**src/rtl/pc_sequencer.sv**
```systemverilog
// pc_sequencer: multi-cycle phase FSM and program counter
// for a small MIPS-like core with a retired-instruction counter.
module pc_sequencer #(
   parameter int NUM_INSTR = 14,
   parameter int CNT_W     = 16
) (
   input  logic             clk,
   input  logic             rst,
   input  logic [31:0]      instr,
   input  logic             branch_taken,
   input  logic [7:0]       jr_target,
   output logic [2:0]       state,
   output logic [7:0]       pc,
   output logic [7:0]       link_addr,
   output logic             halted,
   output logic [CNT_W-1:0] retired
);

   typedef enum logic [2:0] {
      S_IF   = 3'd0,
      S_ID   = 3'd1,
      S_EX   = 3'd2,
      S_MEM  = 3'd3,
      S_WB   = 3'd4,
      S_HALT = 3'd5
   } state_t;

   localparam logic [31:0]      LIMIT = NUM_INSTR;
   localparam logic [CNT_W-1:0] CNT_MAX = {CNT_W{1'b1}};
   localparam logic [CNT_W-1:0] CNT_ONE =
      {{(CNT_W-1){1'b0}}, 1'b1};

   state_t st, st_nxt;
   logic [7:0] pc_nxt;
   logic [7:0] link_nxt;
   logic [CNT_W-1:0] ret_nxt;
   logic fin;

   logic [5:0] opcode;
   logic [5:0] funct;
   logic [15:0] imm;
   logic [7:0] target;
   logic unused_bits;

   assign opcode = instr[31:26];
   assign funct  = instr[5:0];
   assign imm    = instr[15:0];
   assign target = instr[7:0];
   assign unused_bits = ^{instr[25:16], imm[15:8]};

   logic is_rtype, is_jr, is_addiu, is_lw, is_sw;
   logic is_beq, is_bne, is_j, is_jal, is_ex_class;

   // Opcode classification.
   always_comb begin
      is_jr    = (opcode == 6'b000000) && (funct == 6'b001000);
      is_rtype = (opcode == 6'b000000) && !is_jr;
      is_addiu = (opcode == 6'b001001);
      is_lw    = (opcode == 6'b100011);
      is_sw    = (opcode == 6'b101011);
      is_beq   = (opcode == 6'b000100);
      is_bne   = (opcode == 6'b000101);
      is_j     = (opcode == 6'b000010);
      is_jal   = (opcode == 6'b000011);
      is_ex_class = is_rtype | is_jr | is_addiu | is_lw |
                    is_sw | is_beq | is_bne;
   end

   // Next phase, pc and link; fin marks an instruction's last phase.
   always_comb begin
      st_nxt   = st;
      pc_nxt   = pc;
      link_nxt = link_addr;
      fin      = 1'b0;
      case (st)
         S_IF: begin
            st_nxt = S_ID;
            pc_nxt = pc + 8'd1;
         end
         S_ID: begin
            if (is_j) begin
               pc_nxt = target;
               fin    = 1'b1;
            end else if (is_jal) begin
               pc_nxt   = target;
               link_nxt = pc;
               st_nxt   = S_WB;
            end else if (is_ex_class) begin
               st_nxt = S_EX;
            end else begin
               st_nxt = S_HALT;
            end
         end
         S_EX: begin
            if (is_rtype || is_addiu) begin
               st_nxt = S_WB;
            end else if (is_lw || is_sw) begin
               st_nxt = S_MEM;
            end else if (is_jr) begin
               pc_nxt = jr_target;
               fin    = 1'b1;
            end else if (is_beq || is_bne) begin
               if (is_beq ? branch_taken : !branch_taken)
                  pc_nxt = pc + imm[7:0];
               fin = 1'b1;
            end else begin
               st_nxt = S_HALT;
            end
         end
         S_MEM: begin
            if (is_lw) st_nxt = S_WB;
            else       fin = 1'b1;
         end
         S_WB:    fin = 1'b1;
         S_HALT:  st_nxt = S_HALT;
         default: st_nxt = S_HALT;
      endcase
      if (fin)
         st_nxt = ({24'd0, pc_nxt} >= LIMIT) ? S_HALT : S_IF;
   end

   // Retire counter saturates instead of wrapping.
   always_comb begin
      ret_nxt = retired;
      if (fin && retired != CNT_MAX)
         ret_nxt = retired + CNT_ONE;
   end

   // State registers with synchronous reset.
   always_ff @(posedge clk) begin
      if (rst) begin
         st        <= S_IF;
         pc        <= 8'd0;
         link_addr <= 8'd0;
         retired   <= '0;
      end else begin
         st        <= st_nxt;
         pc        <= pc_nxt;
         link_addr <= link_nxt;
         retired   <= ret_nxt;
      end
   end

   assign state  = st;
   assign halted = (st == S_HALT);

endmodule
```
**config.mk**
```make
export PLATFORM = sky130hd
export DESIGN_NAME = pc_sequencer
export DESIGN_NICKNAME = d
export VERILOG_FILES = /design/src/rtl/pc_sequencer.sv
export SDC_FILE = /design/constraint.sdc
export NUM_CORES = 1
export LEC_CHECK = 0
export ABC_AREA = 1
export CAP_MARGIN = 20
export CORE_MARGIN = 5
export CORE_UTILIZATION = 30
export DETAILED_ROUTE_END_ITERATION = 8
export PLACE_DENSITY = 0.6
export SYNTH_ARGS = -nofsm -noshare
export SYNTH_HDL_FRONTEND = slang
export SYNTH_SLANG_ARGS = --single-unit
```
**constraint.sdc**
```tcl
create_clock -name clk -period 2.9 [get_ports clk]
set_clock_uncertainty 0.15 [all_clocks]
set_input_delay 0.58 -clock clk [delete_from_list [all_inputs] [get_ports clk]]
set_output_delay 0.58 -clock clk [all_outputs]
set_load 0.005 [all_outputs]
```
## Word-level counts from Yosys, hierarchy flattened

Index checks and enable logic that the tools add are counted.

- Register bits: 35
- Output and inout bits: 36
- Logic and storage cells: 73

- $add $sub $neg: 3
- $lt $le $gt $ge: 1
- Equal/unequal tests: 19
- Multiplexer cells: 27
- Bitwise gates (word level): 7
- Reduce and logical (&&, ||, !) cells: 12

Operators with widths:

| operator | number |
|---|---|
| $mux 8 | 7 |
| $mux 3 | 10 |
| $pmux 8 s3 | 1 |
| $add 16x1->16 const B | 1 |
| $ne 16x16->1 const B | 1 |
| $pmux 3 s5 | 1 |
| $eq 6x2->1 const B | 2 |
| $eq 6x3->1 const B | 2 |
| $eq 6x4->1 const B | 2 |
| $eq 6x6->1 const B | 2 |
| $ne 5x5->1 const B | 2 |
| $add 8x1->8 const B | 1 |
| $add 8x8->8 | 1 |
| $ge 8x4->1 const B | 1 |
| $mux 1 | 7 |
| $eq 3x2->1 const B | 2 |
| $eq 3x3->1 const B | 2 |
| $logic_not 6->1 | 1 |
| $ne 3x3->1 const B | 2 |
| $or 1x1->1 | 6 |
| $reduce_and 5->1 | 1 |
| $pmux 1 s4 | 1 |
| $eq 3x1->1 const B | 1 |
| $logic_and 1x1->1 | 3 |
| 6 further kinds | 9 |

## Logic depth before layout (Yosys ltp)

- Word-level depth: 15
- Gate-level depth with buffers: 16

## Worst setup path before layout

OpenSTA, ideal clock, no wires.

- Kind: input port to flip-flop
- Start point: input port instr[0]
- End point: register st[0], in the netlist state[0]
- Arrival time: 2002 ps
- Path slack: 616 ps
- Stages: 14
- Path through: ha_1 > fa_1 > nand3_1 > nand2_1 > nor2_1 > o21ai_1 > nand2_1 > nand3_1 > nand2_1 > nand2_1 > nor2_1 > nand3_1 > nand2_1 > a21oi_1

- Word-level cells in the longest chain between the ends: 15
- Elaborated cells between the ends (all ways): 38

RTL lines:

| what | RTL line | RTL |
|---|---|---|
| start: declaration | 9 | `input logic [31:0] instr,` |
| branches (longest 15 deep; another with $add 8x8->8) | - |  |
| end signal: assignment | 137 | `st <= st_nxt;` |
| end: declaration | 33 | `state_t st, st_nxt;` |

Several ways; the timed one is not identified. The select of a mux whose other input is x is not followed.
A chain may end at the register's enable or synchronous reset.

## Worst setup path in the final report

Same ends and word-level chain as after synthesis.

==> flow_summary.ini <==
[status]
status = finished clean

[cells_and_area]
final_cells = 612
final_cell_area_um2 = 3570
antenna_cells = 0
finalNetCount = 557
drive_gt1_frac = 0.103
nFillCells = 938
regArea_um2 = 701
multi_input_area_um2 = 1700
syn2layout_area_growth_pct = 34.0

[clocking]
cts_tree = yes
post_cts_buffers = 0
ctsLongestPathBuffers = 2
clk_latency_ns = 0.29
htree_levels = 2
clock-sinks = 35
clk_pin_slew_ns = 0.07
cts-resized-gates = 0
clockRootBuffer = clkbuf_8
cts_hold_buffers = 0
numCtsBuffers = 5

[setup_path]
path_cells = clkdlybuf4s50_1 > ha_1 > fa_1 > nand4_1 > nand3_1 > nand2_1 > nand3_1 > nand2_1 > nand3_1 > nand2_1 > o21ai_0 > nand3_1 > nand2_1 > a21oi_1
arrival_ns = 2.80
r2r_start = pc[0]
r2r_end = state[0]
critPathMaxStageDelay_ns = 0.44
reg2reg_slack_ns = 0.58
startpoint_type = input port
cp_max_fo = 3
cp.required_ns = 2.97
worstSetupEndpointType = flip-flop
criticalPathCategory = in -> reg
r2r_cells = 13
cpMaxStageDelayCell = fa_1

[yosys]
syn_inst = 428
synth.mux.area_fraction = 0
synth_cell_types = 38
synth.most_common_cell = nand2_1
netlist_top_cells_count = 100 x nand2_1, 56 x inv_1, 42 x nor2_1, 41 x nand3_1, 35 x dfxtp_1
synth_area_um2 = 2660
synth_edf_count = 0
synth_top_cell_area_share = 0.263
synth_adder_area_share = 0.0498
synthesis.nets = 481
synthArstFlopShare = 0
synth-seq-cells = 35
yosysTopAreaCell = dfxtp_1
synth_xor_area_frac = 0.0230
ys_seq_area_frac = 0.263
synth_warnings = 0
synth-compound-area-share = 0.156
avgSynthCellArea_um2 = 6.22
synth_area_leaders = dfxtp_1 26%, nand2_1 14%, inv_1 7.9%
synth_top_family_by_area = simple AND/OR/NAND/NOR gates
synth-simple-area-share = 0.408
synthFlopType = dfxtp_1

[placed_design]
place.gp.congestion = 0.862
place_inst = 605
dpl.hpwl_um = 6350
post_dp_cell_area_um2 = 3480
io_buffer_count = 60

[power_and_ir_drop]
total_leakage_power_nw = 1.51
pwr_density_cell_nw_per_um2 = 515
ir_drop_v = 0.000337

[floorplanning]
die_y_um = 104
num_rows = 34
initial_core_util = 0.307
io_pins = 79
fp.dieW_um = 104
die_area_um2 = 10900
core_area_um2 = 8680

[global_routing]
grt_pass1_wl_um = 13300
grt_pass1_vias = 2815
grt_max_degree = 21
antenna_found_initial = 0
grtUsageTotal = 0.144
gr-total-overflow = 0

[routing]
wl_per_cell_um = 12.8
viasPerCell = 4.89
first_pass_iters = 4
drt_wl_total_um = 7850
drt-initial-drc-count = 115
route.detailed.drc = 0
drtAntennaViolNets = 0
vias = 2994

[min_path]
hold_path_depth = 2
hold_class = reg -> reg
min_to = retired[4]
hp-start = retired[4]

[sta]
finalSetupViolCount = 0
worstMarginPinSlew_ns = 0.555
max_freq_mhz = 367
rsz0062_at_grt = no
finalHoldViolations = 0
fin_crit_sh = 0.939
relSlewSlack = 0.630
whs_ns = 0.320
report.final.slew_viol_count = 0
period_needed_ns = 2.72

[flow_run]
max_cap_violations = 0
-- worst max path at each step --
| stage | start | endpoint | slack (ns) |
|---|---|---|---|
| after floorplan | instr[0] | state[0] | 0.62 |
| after global placement | instr[0] | state[2] | -0.04 |
| after detailed placement | instr[0] | state[2] | -0.09 |
| after CTS | instr[0] | state[0] | 0.18 |
| after global routing | instr[30] | state[2] | 0.007 |
| final | instr[0] | state[0] | 0.18 |
-- sequential cells by signal, indices dropped and copies added (netlist names) --
name       count
state          3
link_addr      8
pc             8
retired       16
-- metal layers --
layer | vias up | global-route usage | share of wire
li1 | 1571 | - | -
met1 | 1344 | 0.194 | 0.49
met2 | 74 | 0.235 | 0.45
met3 | 5 | 0.0372 | 0.055
met4 | 0 | 0.0287 | 0.0073
met5 | - | 0 | 0
-- through the flow --
step / worst slack [ns] / TNS, ns / utilization / power [mW]
3_3_place_gp: -0.0401 / -0.0770 / 0.401 / 1.47
2_1_floorplan: 0.616 / 0 / - / 1.15
5_1_grt: 0.00700 / 0 / 0.411 / 1.99
4_1_cts: 0.183 / 0 / 0.411 / 1.85
6_report: 0.177 / 0 / 0.411 / 1.84
3_5_place_dp: -0.0909 / -0.181 / 0.401 / 1.48
-- power by group --
group / total [mW] / internal (mW) / switching [mW] / leakage (nW)
Clock: 0.360 / 0.186 / 0.174 / 0.0470
Combinational: 0.862 / 0.368 / 0.493 / 1.18
Sequential: 0.616 / 0.536 / 0.0804 / 0.283
-- critical path, delay by kind of cell --
| family | cells | cell delay, ns |
|---|---|---|
| AOI/OAI and AO/OA | 2 | 0.25 |
| and+or+nand+nor | 9 | 0.84 |
| adders and majority gates | 2 | 0.68 |
| buffers and inverters | 1 | 0.43 |
-- area by class of cell --
class / instances / share of cell area
clock buffers: 6 / 0.0231
well taps: 108 / 0.0379
flip-flops and latches: 35 / 0.196
clock inverters: 1 / 0.00140
multi-input cells: 325 / 0.475
inverters: 61 / 0.0642
repair buffers: 76 / 0.202
-- placed cells by master, fill, tap and decap left out, drive strengths merged, types with 2 or more instances in the layout --
| cell | synthesis | routed |
|---|---|---|
| nor3b | 2 | 2 |
| clkbuf | 4 | 6 |
| inv | 61 | 61 |
| o211ai | 5 | 5 |
| nor3 | 11 | 11 |
| ha | 9 | 9 |
| nor2 | 51 | 51 |
| dfxtp | 35 | 35 |
| clkdlybuf4s50 | 0 | 60 |
| xnor2 | 2 | 2 |
| a21oi | 32 | 32 |
| xor2 | 5 | 5 |
| buf | 3 | 16 |
| nand3 | 44 | 44 |
| nand2 | 107 | 107 |
| or2 | 3 | 3 |
| nand4 | 10 | 10 |
| o21ai | 32 | 32 |
| nor4 | 3 | 3 |
-- kinds of logic after synthesis --
| logic type | Yosys count |
|---|---|
| xor gates and xnor gates | 7 |
| DFF | 35 |
| buffers and inverters | 68 |
| adders and majority gates | 10 |
| and+or+nand+nor | 232 |
| AOI/OAI and AO/OA | 76 |
(Power assumes the default switching activity.)
==> patch, RTL diff (config.mk and constraints unchanged) <==
Change the parameter `CNT_W` from 16 to 32.
--- a/src/rtl/pc_sequencer.sv
+++ b/src/rtl/pc_sequencer.sv
@@ -2,7 +2,7 @@
 // for a small MIPS-like core with a retired-instruction counter.
 module pc_sequencer #(
    parameter int NUM_INSTR = 14,
-   parameter int CNT_W     = 16
+   parameter int CNT_W     = 32
 ) (
    input  logic             clk,
    input  logic             rst,
Interface: changed (resized retired); port bits go from 79 to 95. The function was not compared with the original's and may differ.
==> patch against the unedited design <==
  * Power rose by 29%
  * Sequential cell count up 16
  * Synthesized area grew 37%
  * Hold slack gained 0.015 ns
  * Worst setup slack better by 0.067 ns
  * Routed wire length is 37% higher
  * Maximum frequency rose by 2.5%
  * Sequential power rose by 32%
  * Sequential share of layout area increased by 1.7 points
  * Cell area grew 34%
  * Die area rose by 34%
  * Critical endpoint unchanged
==> patch: results (changes against the unedited design) <==
Status: finished, final reports clean (unchanged)
Critical path's top delay family: adder cells (was simple AND/OR/NAND/NOR gates)
Synth Area in Adders: 3.63% (was 4.98%)
Clock sink count: 51 (was 35)
Largest net degree at the start of global routing: 32 (was 21)
Vias in the first global route: 3766 (was 2815)
Slew headroom: 59.1% (was 63.0%)
Area after DPL: 4630 sq um (was 3480 sq um)
1st-iter DRT viols: 291 (was 115)
Place WS: -0.0203 ns (was -0.0909 ns)
Post-synthesis mux area share: 0% (unchanged)
CTS root buf: clkbuf_16 (was clkbuf_8)
Fraction of layout cells with a size suffix above 1: 6.85% (was 10.3%)
Fin nets: 725 (was 557)
Multi-input combinational area share: 47.3% (was 47.5%)
Final Util: 40.1% (was 41.1%)
Synth top area cells: dfxtp_1, nand2_1, a21oi_1, inv_1, nand3_1 (was dfxtp_1, nand2_1, inv_1, nand3_1, nor2_1)
Met1 Resource Use GR: 20.7% (was 19.4%)
Final GP Congestion: 0.903 (was 0.862)
First-pass GRT wire length: 18.0 mm (was 13.3 mm)
Hold path startpoint: retired[31]$_SDFFE_PP0P_ (was retired[4]$_SDFFE_PP0P_)
Final hold slack: 0.335 ns (was 0.320 ns)
Layout clock area frac: 3.32% (was 2.45%)
Crit path time final: 2.66 ns (was 2.72 ns)
Total GRT Usage: 14.8% (was 14.4%)
Top flop regs: retired: 32 flops, link_addr: 8 flops, pc: 8 flops (was retired: 16 flops, link_addr: 8 flops, pc: 8 flops)
Reg2reg path depth: 12 (was 13)
DRT Wirelength: 10.7 mm (was 7.85 mm)
Dpl hpwl: 8.64 mm (was 6.35 mm)
Filler instances: 1259 (was 938)
Pleak: 1.90 nW (was 1.51 nW)
Multi-input logic cell count: 446 (was 325)
Commonest cells post-synth: nand2_1, inv_1, a21oi_1 (was nand2_1, inv_1, nor2_1)
Mapped Avg Cell Area: 6.22 sq um (about the same)
M2 GR Usage: 24.3% (was 23.5%)
Post-Place Cells: 812 (was 605)
Net Count, Synth: 641 (was 481)
M1 wire length: 5.28 mm (was 3.81 mm)
Bufs w/o clock: 91 (was 76)
DR vias/cell: 4.90 (was 4.89)
Worst-Skew Late Latency: 0.29 ns (about the same)
Final hold vios: 0 (unchanged)
Metal2 WL: 4.92 mm (was 3.55 mm)
Nonclk inv count: 77 (was 61)
Reg area: 1020 sq um (was 701 sq um)
Sequential-to-total area share from yosys stat: 27.9% (was 26.3%)
Unique masters post-synth: 32 (was 38)
Reg-to-reg startpoint: state[0]$_SDFFE_PP0P_ (was pc[0]$_SDFF_PP0_)
XOR/XNOR Fraction of Synth Area: 5.03% (was 2.30%)
Hold Path Sink: retired[31]$_SDFFE_PP0P_ (was retired[4]$_SDFFE_PP0P_)
Worst Hold Depth: 2 (unchanged)
R2r setup slk: 0.47 ns (was 0.58 ns)
Complex-gate fraction of the synthesized area: 13.2% (was 15.6%)
Routed wl met3: 432 microns (was 428 microns)
Critical Path AT: 2.73 ns (was 2.80 ns)
Non-clk buf share: 18.2% (was 20.2%)
Max VDD drop: 259 uV (was 337 uV)
Wire per inst: 13.1 microns (was 12.8 microns)
Grt met3 use: 2.15% (was 3.72%)
==> patch: cell count changes in the layout (fill, tap and decap cells not counted), sizes merged, moves of 4 or more <==
| cell | change |
|---|---|
| inv | +16 |
| dfxtp | +16 |
| nand2 | +60 |
| xnor2 | +4 |
| o21ai | +4 |
| nor3 | +15 |
| nor4 | +4 |
| o211ai | -4 |
| clkdlybuf4s50 | +16 |
| nor2 | +4 |
| xor2 | +10 |
| a21oi | +24 |
==> patch: power breakdown <==
group          leakage, nW  switching, mW  internal (mW)
combinational         1.41          0.541          0.357
clock               0.0769          0.253          0.403
sequential           0.412         0.0645          0.747
total                 1.90          0.858           1.51
==> patch: kinds of logic after synthesis <==
logic type / count (synthesis)
flip-flops: 51
XOR/XNOR: 21
adder cells (fa/ha/maj): 10
AO/OA/AOI/OAI: 95
AND/OR/NAND/NOR: 320
buffers and inverters: 91
